==> src/rtl/peripheral_reg_responder_pkg.sv <==
// Shared configuration types for the peripheral bus responder: decode window,
// AXI response codes and the range-check helper.
package peripheral_reg_responder_pkg;

    typedef struct packed {
        logic [31:0] L;
        logic [31:0] H;
    } memory_config_t;

    typedef enum logic [1:0] {
        OKAY   = 2'b00,
        SLVERR = 2'b10,
        DECERR = 2'b11
    } axi_resp_t;

    function automatic logic addr_in_range(input memory_config_t cfg, input logic [31:0] addr);
        return (addr >= cfg.L) && (addr <= cfg.H);
    endfunction

endpackage

==> src/rtl/peripheral_reg_responder.sv <==
// AXI4-Lite register bank responder: single-beat reads and writes decoded
// against ADDR_RANGE, with register contents and commit pulses exposed.
module peripheral_reg_responder
    import peripheral_reg_responder_pkg::*;
#(
    parameter memory_config_t ADDR_RANGE = '{L: 32'h60000000, H: 32'h6FFFFFFF},
    parameter int             NUM_REGS    = 8,
    parameter logic [31:0]    RESET_VALUE = 32'h0
) (
    input  logic                   clk,
    input  logic                   rst,
    input  logic                   awvalid,
    output logic                   awready,
    input  logic [31:0]            awaddr,
    input  logic                   wvalid,
    output logic                   wready,
    input  logic [31:0]            wdata,
    input  logic [3:0]             wstrb,
    output logic                   bvalid,
    input  logic                   bready,
    output logic [1:0]             bresp,
    input  logic                   arvalid,
    output logic                   arready,
    input  logic [31:0]            araddr,
    output logic                   rvalid,
    input  logic                   rready,
    output logic [31:0]            rdata,
    output logic [1:0]             rresp,
    output logic [NUM_REGS*32-1:0] regs_o,
    output logic [NUM_REGS-1:0]    reg_written_o,
    output logic [0:0]             o_wr_state,
    output logic [0:0]             o_rd_state
);

    // Handshake rule on every channel: a beat transfers on the rising edge where
    // valid && ready are both high; a response holds valid and payload until then.

    localparam int          IDX_W     = $clog2(NUM_REGS);
    localparam logic [31:0] REG_BYTES = 32'(NUM_REGS * 4);

    localparam logic [0:0] WR_COLLECT = 1'b0;
    localparam logic [0:0] WR_RESP    = 1'b1;
    localparam logic [0:0] RD_IDLE    = 1'b0;
    localparam logic [0:0] RD_RESP    = 1'b1;

    function automatic axi_resp_t decode(input logic [31:0] addr);
        logic [31:0] off;
        off = addr - ADDR_RANGE.L;
        if (!addr_in_range(ADDR_RANGE, addr)) return DECERR;
        else if (off >= REG_BYTES)            return SLVERR;
        else                                  return OKAY;
    endfunction

    function automatic logic [IDX_W-1:0] addr_index(input logic [31:0] addr);
        logic [31:0] off;
        off = addr - ADDR_RANGE.L;
        return off[2 +: IDX_W];
    endfunction

    function automatic logic [31:0] merge(input logic [31:0] old_v, input logic [31:0] new_v,
                                          input logic [3:0] strb);
        logic [31:0] res;
        for (int b = 0; b < 4; b++) begin
            res[8*b +: 8] = strb[b] ? new_v[8*b +: 8] : old_v[8*b +: 8];
        end
        return res;
    endfunction

    logic [0:0]          r_wr_state;
    logic [0:0]          r_rd_state;
    logic                r_aw_held;
    logic [31:0]         r_awaddr;
    logic                r_w_held;
    logic [31:0]         r_wdata;
    logic [3:0]          r_wstrb;
    axi_resp_t           r_bresp;
    axi_resp_t           r_rresp;
    logic [31:0]         r_rdata;
    logic [31:0]         r_regs [NUM_REGS];
    logic [NUM_REGS-1:0] r_reg_written;

    logic                w_aw_fire;
    logic                w_w_fire;
    logic                w_ar_fire;
    logic                w_commit;
    logic [31:0]         w_wr_addr;
    logic [31:0]         w_wr_data;
    logic [3:0]          w_wr_strb;
    axi_resp_t           w_wr_resp;
    logic [IDX_W-1:0]    w_wr_idx;
    axi_resp_t           w_rd_resp;
    logic [IDX_W-1:0]    w_rd_idx;

    assign awready = !r_aw_held && (r_wr_state == WR_COLLECT);
    assign wready  = !r_w_held  && (r_wr_state == WR_COLLECT);
    assign arready = (r_rd_state == RD_IDLE);
    assign bvalid  = (r_wr_state == WR_RESP);
    assign rvalid  = (r_rd_state == RD_RESP);

    assign w_aw_fire = awvalid && awready;
    assign w_w_fire  = wvalid && wready;
    assign w_ar_fire = arvalid && arready;
    // A held beat and a live beat may complete the pair in the same cycle.
    assign w_commit  = (r_aw_held || w_aw_fire) && (r_w_held || w_w_fire);

    assign w_wr_addr = r_aw_held ? r_awaddr : awaddr;
    assign w_wr_data = r_w_held  ? r_wdata  : wdata;
    assign w_wr_strb = r_w_held  ? r_wstrb  : wstrb;
    assign w_wr_resp = decode(w_wr_addr);
    assign w_wr_idx  = addr_index(w_wr_addr);
    assign w_rd_resp = decode(araddr);
    assign w_rd_idx  = addr_index(araddr);

    assign bresp         = r_bresp;
    assign rresp         = r_rresp;
    assign rdata         = r_rdata;
    assign reg_written_o = r_reg_written;
    assign o_wr_state    = r_wr_state;
    assign o_rd_state    = r_rd_state;

    always_comb begin
        regs_o = '0;
        for (int i = 0; i < NUM_REGS; i++) begin
            regs_o[32*i +: 32] = r_regs[i];
        end
    end

    always_ff @(posedge clk) begin
        if (rst) begin
            r_wr_state    <= WR_COLLECT;
            r_aw_held     <= 1'b0;
            r_awaddr      <= '0;
            r_w_held      <= 1'b0;
            r_wdata       <= '0;
            r_wstrb       <= '0;
            r_bresp       <= OKAY;
            r_reg_written <= '0;
            for (int i = 0; i < NUM_REGS; i++) begin
                r_regs[i] <= RESET_VALUE;
            end
        end else begin
            r_reg_written <= '0;
            case (r_wr_state)
                WR_COLLECT: begin
                    if (w_commit) begin
                        r_wr_state <= WR_RESP;
                        r_bresp    <= w_wr_resp;
                        r_aw_held  <= 1'b0;
                        r_w_held   <= 1'b0;
                        if (w_wr_resp == OKAY) begin
                            r_regs[w_wr_idx] <= merge(r_regs[w_wr_idx], w_wr_data, w_wr_strb);
                            r_reg_written[w_wr_idx] <= (w_wr_strb != 4'h0);
                        end
                    end else begin
                        if (w_aw_fire) begin
                            r_aw_held <= 1'b1;
                            r_awaddr  <= awaddr;
                        end
                        if (w_w_fire) begin
                            r_w_held <= 1'b1;
                            r_wdata  <= wdata;
                            r_wstrb  <= wstrb;
                        end
                    end
                end
                default: begin
                    if (bready) r_wr_state <= WR_COLLECT;
                end
            endcase
        end
    end

    // Read samples r_regs before this edge's write lands, so a colliding
    // read returns the pre-write value.
    always_ff @(posedge clk) begin
        if (rst) begin
            r_rd_state <= RD_IDLE;
            r_rresp    <= OKAY;
            r_rdata    <= '0;
        end else begin
            case (r_rd_state)
                RD_IDLE: begin
                    if (w_ar_fire) begin
                        r_rd_state <= RD_RESP;
                        r_rresp    <= w_rd_resp;
                        r_rdata    <= (w_rd_resp == OKAY) ? r_regs[w_rd_idx] : 32'h0;
                    end
                end
                default: begin
                    if (rready) r_rd_state <= RD_IDLE;
                end
            endcase
        end
    end

endmodule

==> config.mk <==
export PLATFORM = sky130hd
export DESIGN_NAME = peripheral_reg_responder
export DESIGN_NICKNAME = d
export VERILOG_FILES = /design/src/rtl/peripheral_reg_responder_pkg.sv /design/src/rtl/peripheral_reg_responder.sv
export SDC_FILE = /design/constraint.sdc
export NUM_CORES = 1
export LEC_CHECK = 0
export ABC_CLOCK_PERIOD_IN_PS = 5350
export BUFFER_PORTS_ARGS = -buffer_cell sky130_fd_sc_hd__buf_2
export CORE_UTILIZATION = 38
export CTS_BUF_LIST = sky130_fd_sc_hd__clkbuf_16
export CTS_CLUSTER_SIZE = 25
export DETAILED_ROUTE_END_ITERATION = 10
export GPL_ROUTABILITY_DRIVEN = 0
export GPL_TIMING_DRIVEN = 1
export SYNTH_ARGS = -nofsm -noshare
export SYNTH_HDL_FRONTEND = slang
export SYNTH_SLANG_ARGS = --single-unit
export TNS_END_PERCENT = 5
==> constraint.sdc <==
create_clock -name clk -period 5.35 [get_ports clk]
set_input_delay 0.535 -clock clk [delete_from_list [all_inputs] [get_ports clk]]
set_output_delay 0.535 -clock clk [all_outputs]
set_load 0.005 [all_outputs]
---- After elaboration in Yosys (flattened, before gate mapping) ----
Memory sizes are Yosys's and may differ from the RTL's.
Index checks and enable logic that the tools add are counted.
operators by class
  $add $sub $neg .......................... 2
  order comparisons ....................... 8
  equal/unequal tests ..................... 4
  muxes and demuxes ....................... 34
  bitwise gates (word level) .............. 5
  reductions and logical operators ........ 30
operator list
  cell                                                                                    number
  32-bit two-way mux                                                                      4
  32-bit by 31-bit greater-or-equal comparator with 1-bit output (second input constant)  2
  32-bit by 6-bit greater-or-equal comparator with 1-bit output (second input constant)   2
  32-bit by 31-bit less-or-equal comparator with 1-bit output (second input constant)     2
  32-bit by 31-bit subtractor with 32-bit output (second input constant)                  2
  8-bit two-way mux                                                                       4
  32-bit OR reduction                                                                     1
  1-bit two-way mux                                                                       18
  2-bit AND reduction                                                                     8
  1-bit logical AND                                                                       9
  8-bit AND                                                                               1
  2-bit two-way mux                                                                       4
  4-bit two-way mux                                                                       2
  3-bit AND reduction                                                                     2
  2-bit logical NOT                                                                       2
  3-bit by 4-bit < comparator with 1-bit output (second input constant)                   1
  1-bit inequality test (second input constant)                                           4
  1-bit inverter                                                                          4
  2-bit nonzero test                                                                      2
  4-bit nonzero test                                                                      1
  4-bit OR reduction                                                                      1
  1-bit demux with 3-bit select                                                           1
  3-bit by 1-bit greater-or-equal comparator with 1-bit output (second input constant)    1
  3-bit two-way mux                                                                       1
  2 further kinds                                                                         4
word-level totals
  flip-flop bits (word level) ............. 116
  bits in writable memories ............... 256
  bits of input ports ..................... 107
  output and inout port bits .............. 307
  word-level logic and storage cells ...... 95
  memories ................................ 1
memory list
  memory  depth  width  rd ports  clocked after Yosys merged registers in  write ports  RTL line                        text
  r_regs  8      32     9         0                                        8            peripheral_reg_responder.sv:79  logic [31:0] r_regs [NUM_REGS];

---- Logic depth before layout (Yosys ltp) ----
Gate-level depths: netlist of run 1.
  word-level depth ........................ 14
  mapped depth ............................ 11
  depth with buffers taken out ............ 6

---- Worst setup path before layout of run 1 ----
OpenSTA, ideal clock, no wires.
  path kind ............................... register -> register
  start ................................... reg r_aw_held
  end ..................................... mem r_regs[2][24], enable pin
  library setup time ...................... 381 ps
  data arrival time ....................... 2848 ps
  data required time ...................... 4969 ps
  path slack .............................. 2122 ps
  stages on the path, launching flop included .. 10
  buffers on the path ..................... 4
  period minus slack after synthesis ...... 3228 ps
  cell sequence ........................... dfxtp_1 > buf_2 > buf_4 > buf_2 > mux2_2 > ha_1 > nor3b_1 > nand3_2 > buf_2 > o41ai_2
RTL lines
  item                    RTL line                         text
  from (decl)             peripheral_reg_responder.sv:71   logic r_aw_held;
  from (signal assigned)  peripheral_reg_responder.sv:131  r_aw_held <= 1'b0;
  from (signal assigned)  peripheral_reg_responder.sv:148  r_aw_held <= 1'b0;
  from (signal assigned)  peripheral_reg_responder.sv:156  r_aw_held <= 1'b1;
  to (decl)               peripheral_reg_responder.sv:79

==> flow_metrics.tcl, run 1 <==
set metrics [dict create \
    status "finished, final reports clean" \
    tightest_slew_ps 1180 \
    dieArea_mm2 0.0455 \
    synthesis.area_mm2 0.0170 \
    synth.distinct_cells 47 \
    max-cap-violations 0 \
    grt_pass1_wl_um 80400 \
    hp-class "input port to flip-flop" \
    synth_area_leaders "edfxtp_1 45%, dfxtp_1 14%, mux4_2 8.5%" \
    grt_use_total_pct 24.0 \
    clkSinkCount 372 \
    io_buffers 413 \
    die-width_um 213 \
    detail-route-antenna-nets 0 \
    final-max-slew-violation-count 0 \
    synthArstFlopShare_pct 0 \
    postCtsSetupBuffers 0 \
    place_area_mm2 0.0194 \
    period_share_pct 68.2 \
    crit_arrival_ps 3820 \
    critPathLaunchType "flip-flop" \
    ys.flop_type "edfxtp_1" \
    clk_pin_slew_worst_paths_ps 60 \
    routedWlPerCell_um 23.4 \
    finClkSkew_ps 30.9 \
    final_cells 2390 \
    min_period_ps 3650 \
    rsz0062_at_grt "no" \
    overflow 0 \
    drc 0 \
    grt_pass1_vias 12500 \
    antenna_found_initial 11 \
    cts.hold.buffers_added 0 \
    hold_violations 0 \
    clock_latency_ps 570 \
    syn_inst 1434 \
    num_rows 77 \
    dp_cells 2312 \
    cts_buffers 40 \
    dp_hpwl_um 39500 \
    synth_seq_cells 372 \
    synth_top_area_cell "edfxtp_1" \
    syn_avg_cell_area_um2 11.8 \
    drt-pass1-iter-count 5 \
    wirelength_um 56000 \
    grt_max_degree 117 \
    powerDensity_mw_per_mm2 315 \
    cts_root_buffer "clkbuf_16" \
    cp_data_required_time_ps 5520 \
    report.power.total_mw 6.48 \
    cp_max_fo 22 \
    start_util_pct 38.5 \
    fmax_mhz 274 \
    vias 13400 \
    synth_edf_count 256 \
    crit_path_end_kind "flip-flop" \
    relSlewSlack_pct 21.1 \
    yosysSeqAreaShare_pct 59.0 \
    synth_commonest_cells "264 x nor3_1, 256 x edfxtp_1, 176 x nand2_1" \
    tritoncts "done" \
    ios 414 \
    synth_top_area_share_pct 45.3 \
    nets 1871 \
    leakagePower_nw 7.57 \
    cts_max_level 2 \
    vdd_drop_max_mv 0.213 \
    cts_resized 0 \
    yosysWarnings 0 \
    syn2layout_area_growth_pct 21.3 \
    vias_per_cell 5.60 \
    post-place-ws_ps 1270 \
    yosysMostFrequentCell "nor3_1" \
    die_height_um 213 \
    setup_viol 0 \
    stdcell_area_mm2 0.0206 \
    setup_slack_ps 1700 \
    syn-num-nets 1543 \
    core_area_mm2 0.0441 \
    worst-setup-path-type "flip-flop to flip-flop" \
    drive_above_1_share_pct 36.8 \
    clockBufferDepth 3 \
    drt_iter0_drc 1053 \
    setup_tns_ps 0 \
]
==> power by group <==
group	leakage [nW]	internal (mW)	switching, mW	total (mW)
clock network	0.635	1.42	1.16	2.57
registers	3.57	3.17	0.0789	3.25
logic	3.36	0.254	0.408	0.663
==> cells by family (layout without fill, tap and decap cells) <==
family | after synthesis | in the layout | share of synthesized area, %
and+or+nand+nor | 619 | 619 | 17.8
DFF | 372 | 372 | 59.0
muxes | 136 | 136 | 13.3
AOI/OAI and AO/OA | 155 | 155 | 6.11
other | 0 | 4 | 0
buffers and inverters | 150 | 510 | 3.72
adders and majority gates | 2 | 2 | 0.147
==> placed cells by master, fill, tap and decap left out, types with 6 or more instances in the layout <==
cell | synthesis | routed
clkinv_2 | 0 | 6
mux2_2 | 71 | 71
clkinv_1 | 0 | 10
edfxtp_1 | 256 | 256
nor3_1 | 264 | 264
inv_1 | 6 | 18
dfxtp_1 | 116 | 115
nor4_1 | 26 | 26
nand2_1 | 176 | 175
buf_2 | 46 | 411
mux4_2 | 64 | 64
a21oi_1 | 74 | 74
or3_1 | 66 | 65
a31o_2 | 27 | 27
clkbuf_16 | 0 | 40
a22oi_1 | 32 | 32
nor2_1 | 51 | 51
buf_4 | 3 | 19
and2_1 | 8 | 8
==> sequential cells by signal, indices dropped and copies added (netlist names) <==
| register | flops |
|---|---|
| bresp | 2 |
| bvalid | 1 |
| o_rd_state | 1 |
| r_aw_held | 1 |
| r_awaddr | 32 |
| r_regs | 256 |
| r_w_held | 1 |
| r_wdata | 32 |
| r_wstrb | 4 |
| rdata | 32 |
| reg_written_o | 8 |
| rresp | 2 |
==> critical path: stages (launching register included) <==
cell	delay, ps
dfxtp_1	530
buf_4	340
mux2_2	370
ha_1	290
nor3b_1	490
nand3_4	200
o41ai_2	1030
==> per-stage QoR <==
step	util (%)	hold slack, ps
final	46.7	216
after global routing	46.7	216
after CTS	46.6	184
after detailed placement	43.9	444
after global placement	43.9	438
after floorplan	-	433
==> final timing paths <==
path                                  start            end  slack (ps)  depth (start not counted)
worst max-delay path              r_aw_held  r_regs[2][28]        1700                          6
worst min-delay path              wdata[14]    r_wdata[14]         220                          3
worst max register to register    r_aw_held  r_regs[2][28]        1700                          6
worst min register to register  r_wdata[30]    r_wdata[30]         450                          2
==> layer usage <==
| metal | global-route usage, % | vias up | routed length, um |
|---|---|---|---|
| li1 | - | 6072 | - |
| met1 | 32.5 | 6620 | 23600 |
| met2 | 38.2 | 560 | 26500 |
| met3 | 4.75 | 106 | 4040 |
| met4 | 9.19 | 16 | 1710 |
| met5 | 0 | - | 101 |
==> final cells by class <==
| cell class | instances | area [um2] |
|---|---|---|
| antenna | 4 | 10.0 |
| clock buffer | 40 | 1000 |
| clock inverter | 34 | 201 |
| fill | 4103 | 23500 |
| inverter | 6 | 22.5 |
| multi-input combinational | 912 | 6400 |
| sequential | 372 | 10000 |
| tap | 592 | 741 |
| timing repair buffer | 430 | 2200 |
No activity file was read; power rests on OpenSTA's default activity.
==> run 2, diff against run 1 <==
--- a/config.mk
+++ b/config.mk
@@ -5,7 +5,7 @@
 export SDC_FILE = /design/constraint.sdc
 export NUM_CORES = 1
 export LEC_CHECK = 0
-export ABC_CLOCK_PERIOD_IN_PS = 5350
+export ABC_CLOCK_PERIOD_IN_PS = 3050
 export BUFFER_PORTS_ARGS = -buffer_cell sky130_fd_sc_hd__buf_2
 export CORE_UTILIZATION = 38
 export CTS_BUF_LIST = sky130_fd_sc_hd__clkbuf_16
==> constraint.sdc (replaced) <==
create_clock -name clk -period 3.05 [get_ports clk]
set_input_delay 0.305 -clock clk [delete_from_list [all_inputs] [get_ports clk]]
set_output_delay 0.305 -clock clk [all_outputs]
set_load 0.005 [all_outputs]
==> run 2 against run 1 <==
  * First-iteration DRC count increased by 25%
  * Combinational power is 95% higher
  * Largest power group unchanged
  * Power grew 80%
==> flow_metrics.tcl, run 2 (same netlist as run 1, synthesis figures left out) <==
set metrics [dict create \
    grtUsageMet2_pct 40.0 \
    relSlewSlack_pct 25.6 \
    met3_usage_pct 5.25 \
    dieArea_mm2 0.0455 \
    top_register "r_regs" \
    drt_iter0_drc 1317 \
    routedWlPerCell_um 23.1 \
    grt_pass1_vias 13000 \
    postCtsSetupBuffers 0 \
    nets 1957 \
    grt_max_degree 232 \
    hold_violations 0 \
    cts_buffers 40 \
    whs_ps 36.7 \
    largest_register_ffs 256 \
    vias 13700 \
    finalCoreUtilization_pct 48.9 \
    worst-setup-path-type "flip-flop to flip-flop" \
    grt_pass1_wl_um 82200 \
    drt-pass1-iter-count 5 \
    final_common_cell "buf_2" \
    fmax_mhz 345 \
    die-width_um 213 \
    leakagePower_nw 8.04 \
    r2r_cells 8 \
    hold_depth 3 \
    tritoncts "done" \
    cts_root_buffer "clkbuf_16" \
    clk_pin_slew_worst_paths_ps 60 \
    cts_max_level 2 \
    core_area_mm2 0.0441 \
    report.power.total_mw 11.6 \
    overflow 0 \
    setup_tns_ps 0 \
    tightest_slew_ps 1120 \
    grt_use_total_pct 24.6 \
    io_buffers 413 \
    max-cap-violations 0 \
    critPathLaunchType "flip-flop" \
    dp_hpwl_um 39100 \
    num_rows 77 \
    clock_latency_ps 570 \
    crit_arrival_ps 3350 \
    rsz0062_at_grt "yes" \
    status "finished, final reports clean" \
    wirelength_um 57000 \
    final_cells 2473 \
    ios 414 \
    clockBufferDepth 3 \
    dp_cells 2332 \
    min_period_ps 2900 \
    drive_above_1_share_pct 36.5 \
    syn2layout_area_growth_pct 27.2 \
    finClkSkew_ps 18.9 \
    drc 0 \
    vdd_drop_max_mv 0.334 \
    detail-route-antenna-nets 0 \
    n_fill_cell 4034 \
    clkSinkCount 372 \
    hp-class "input port to flip-flop" \
    final-max-slew-violation-count 0 \
    crit_path_end_kind "flip-flop" \
    start_util_pct 38.5 \
    antenna_found_initial 4 \
    grt_busiest_layer "met2" \
    mostFrequentLayoutCells "411 x buf_2, 261 x nor3_1, 256 x edfxtp_1, 175 x nand2_1, 115 x dfxtp_1" \
    vias_per_cell 5.55 \
    grt_use_met1_pct 32.7 \
    cp_max_fo 231 \
    die_height_um 213 \
    cp_data_required_time_ps 3500 \
    powerDensity_mw_per_mm2 539 \
    period_share_pct 94.9 \
    setup_viol 0 \
]
[run 2: final timing paths]
kind / startpoint / slack [ps] / endpoint
max reg2reg: r_aw_held / 150 / reg_written_o[7]
max: r_aw_held / 150 / reg_written_o[7]
min: bready / 40 / bvalid
min reg2reg: r_wdata[1] / 450 / r_wdata[1]
[run 2: area by class of cell]
| class | count | area (um2) | area share [%] |
|---|---|---|---|
| multi-input combinational | 912 | 6450 | 29.9 |
| inverter | 6 | 22.5 | 0.104 |
| antenna | 2 | 5.00 | 0.0232 |
| clock inverter | 31 | 188 | 0.870 |
| tap | 592 | 741 | 3.43 |
| clock buffer | 42 | 1050 | 4.87 |
| sequential | 372 | 10000 | 46.4 |
| timing repair buffer | 516 | 3110 | 14.4 |
[run 2: where the power goes]
part	leakage, nW	switching, mW	internal [mW]	total [mW]
Sequential	3.57	0.131	5.56	5.69
Combinational	3.81	0.764	0.528	1.29
Clock	0.659	2.00	2.65	4.66
Total	8.04	2.90	8.74	11.6
[run 2: what timing repair did]
action | 4_1_cts | 5_1_grt
endpoints found under the setup margin | 0 | 10
endpoints found under the hold margin | 66 | 0
hold buffers | 66 | 0
resized for setup | 0 | 5
[run 2: critical path, cell delays in order, from the launching register on]
cell and delay, ps:
dfxtp_1 340, buf_4 180, nor4_1 350, nand4_1 170, a221oi_2 390, buf_4 200
nand3_4 110, buf_12 280, nor4_2 480
[run 2: per-layer routing]
| layer | wire length [um] | share of wire, % | up-vias |
|---|---|---|---|
| met3 | 4610 | 8.1 | 91 |
| met2 | 27500 | 48 | 635 |
| met4 | 1570 | 2.7 | 4 |
| met1 | 23400 | 41 | 6732 |
| li1 | - | - | 6254 |
| met5 | 23 | 0.040 | - |
[run 2: through the flow]
stage	cell area [um2]	worst slack (ps)
2_1_floorplan	17000	-30.0
3_3_place_gp	19600	362
3_5_place_dp	19600	381
4_1_cts	21500	377
5_1_grt	21600	-27.9
6_report	21600	154
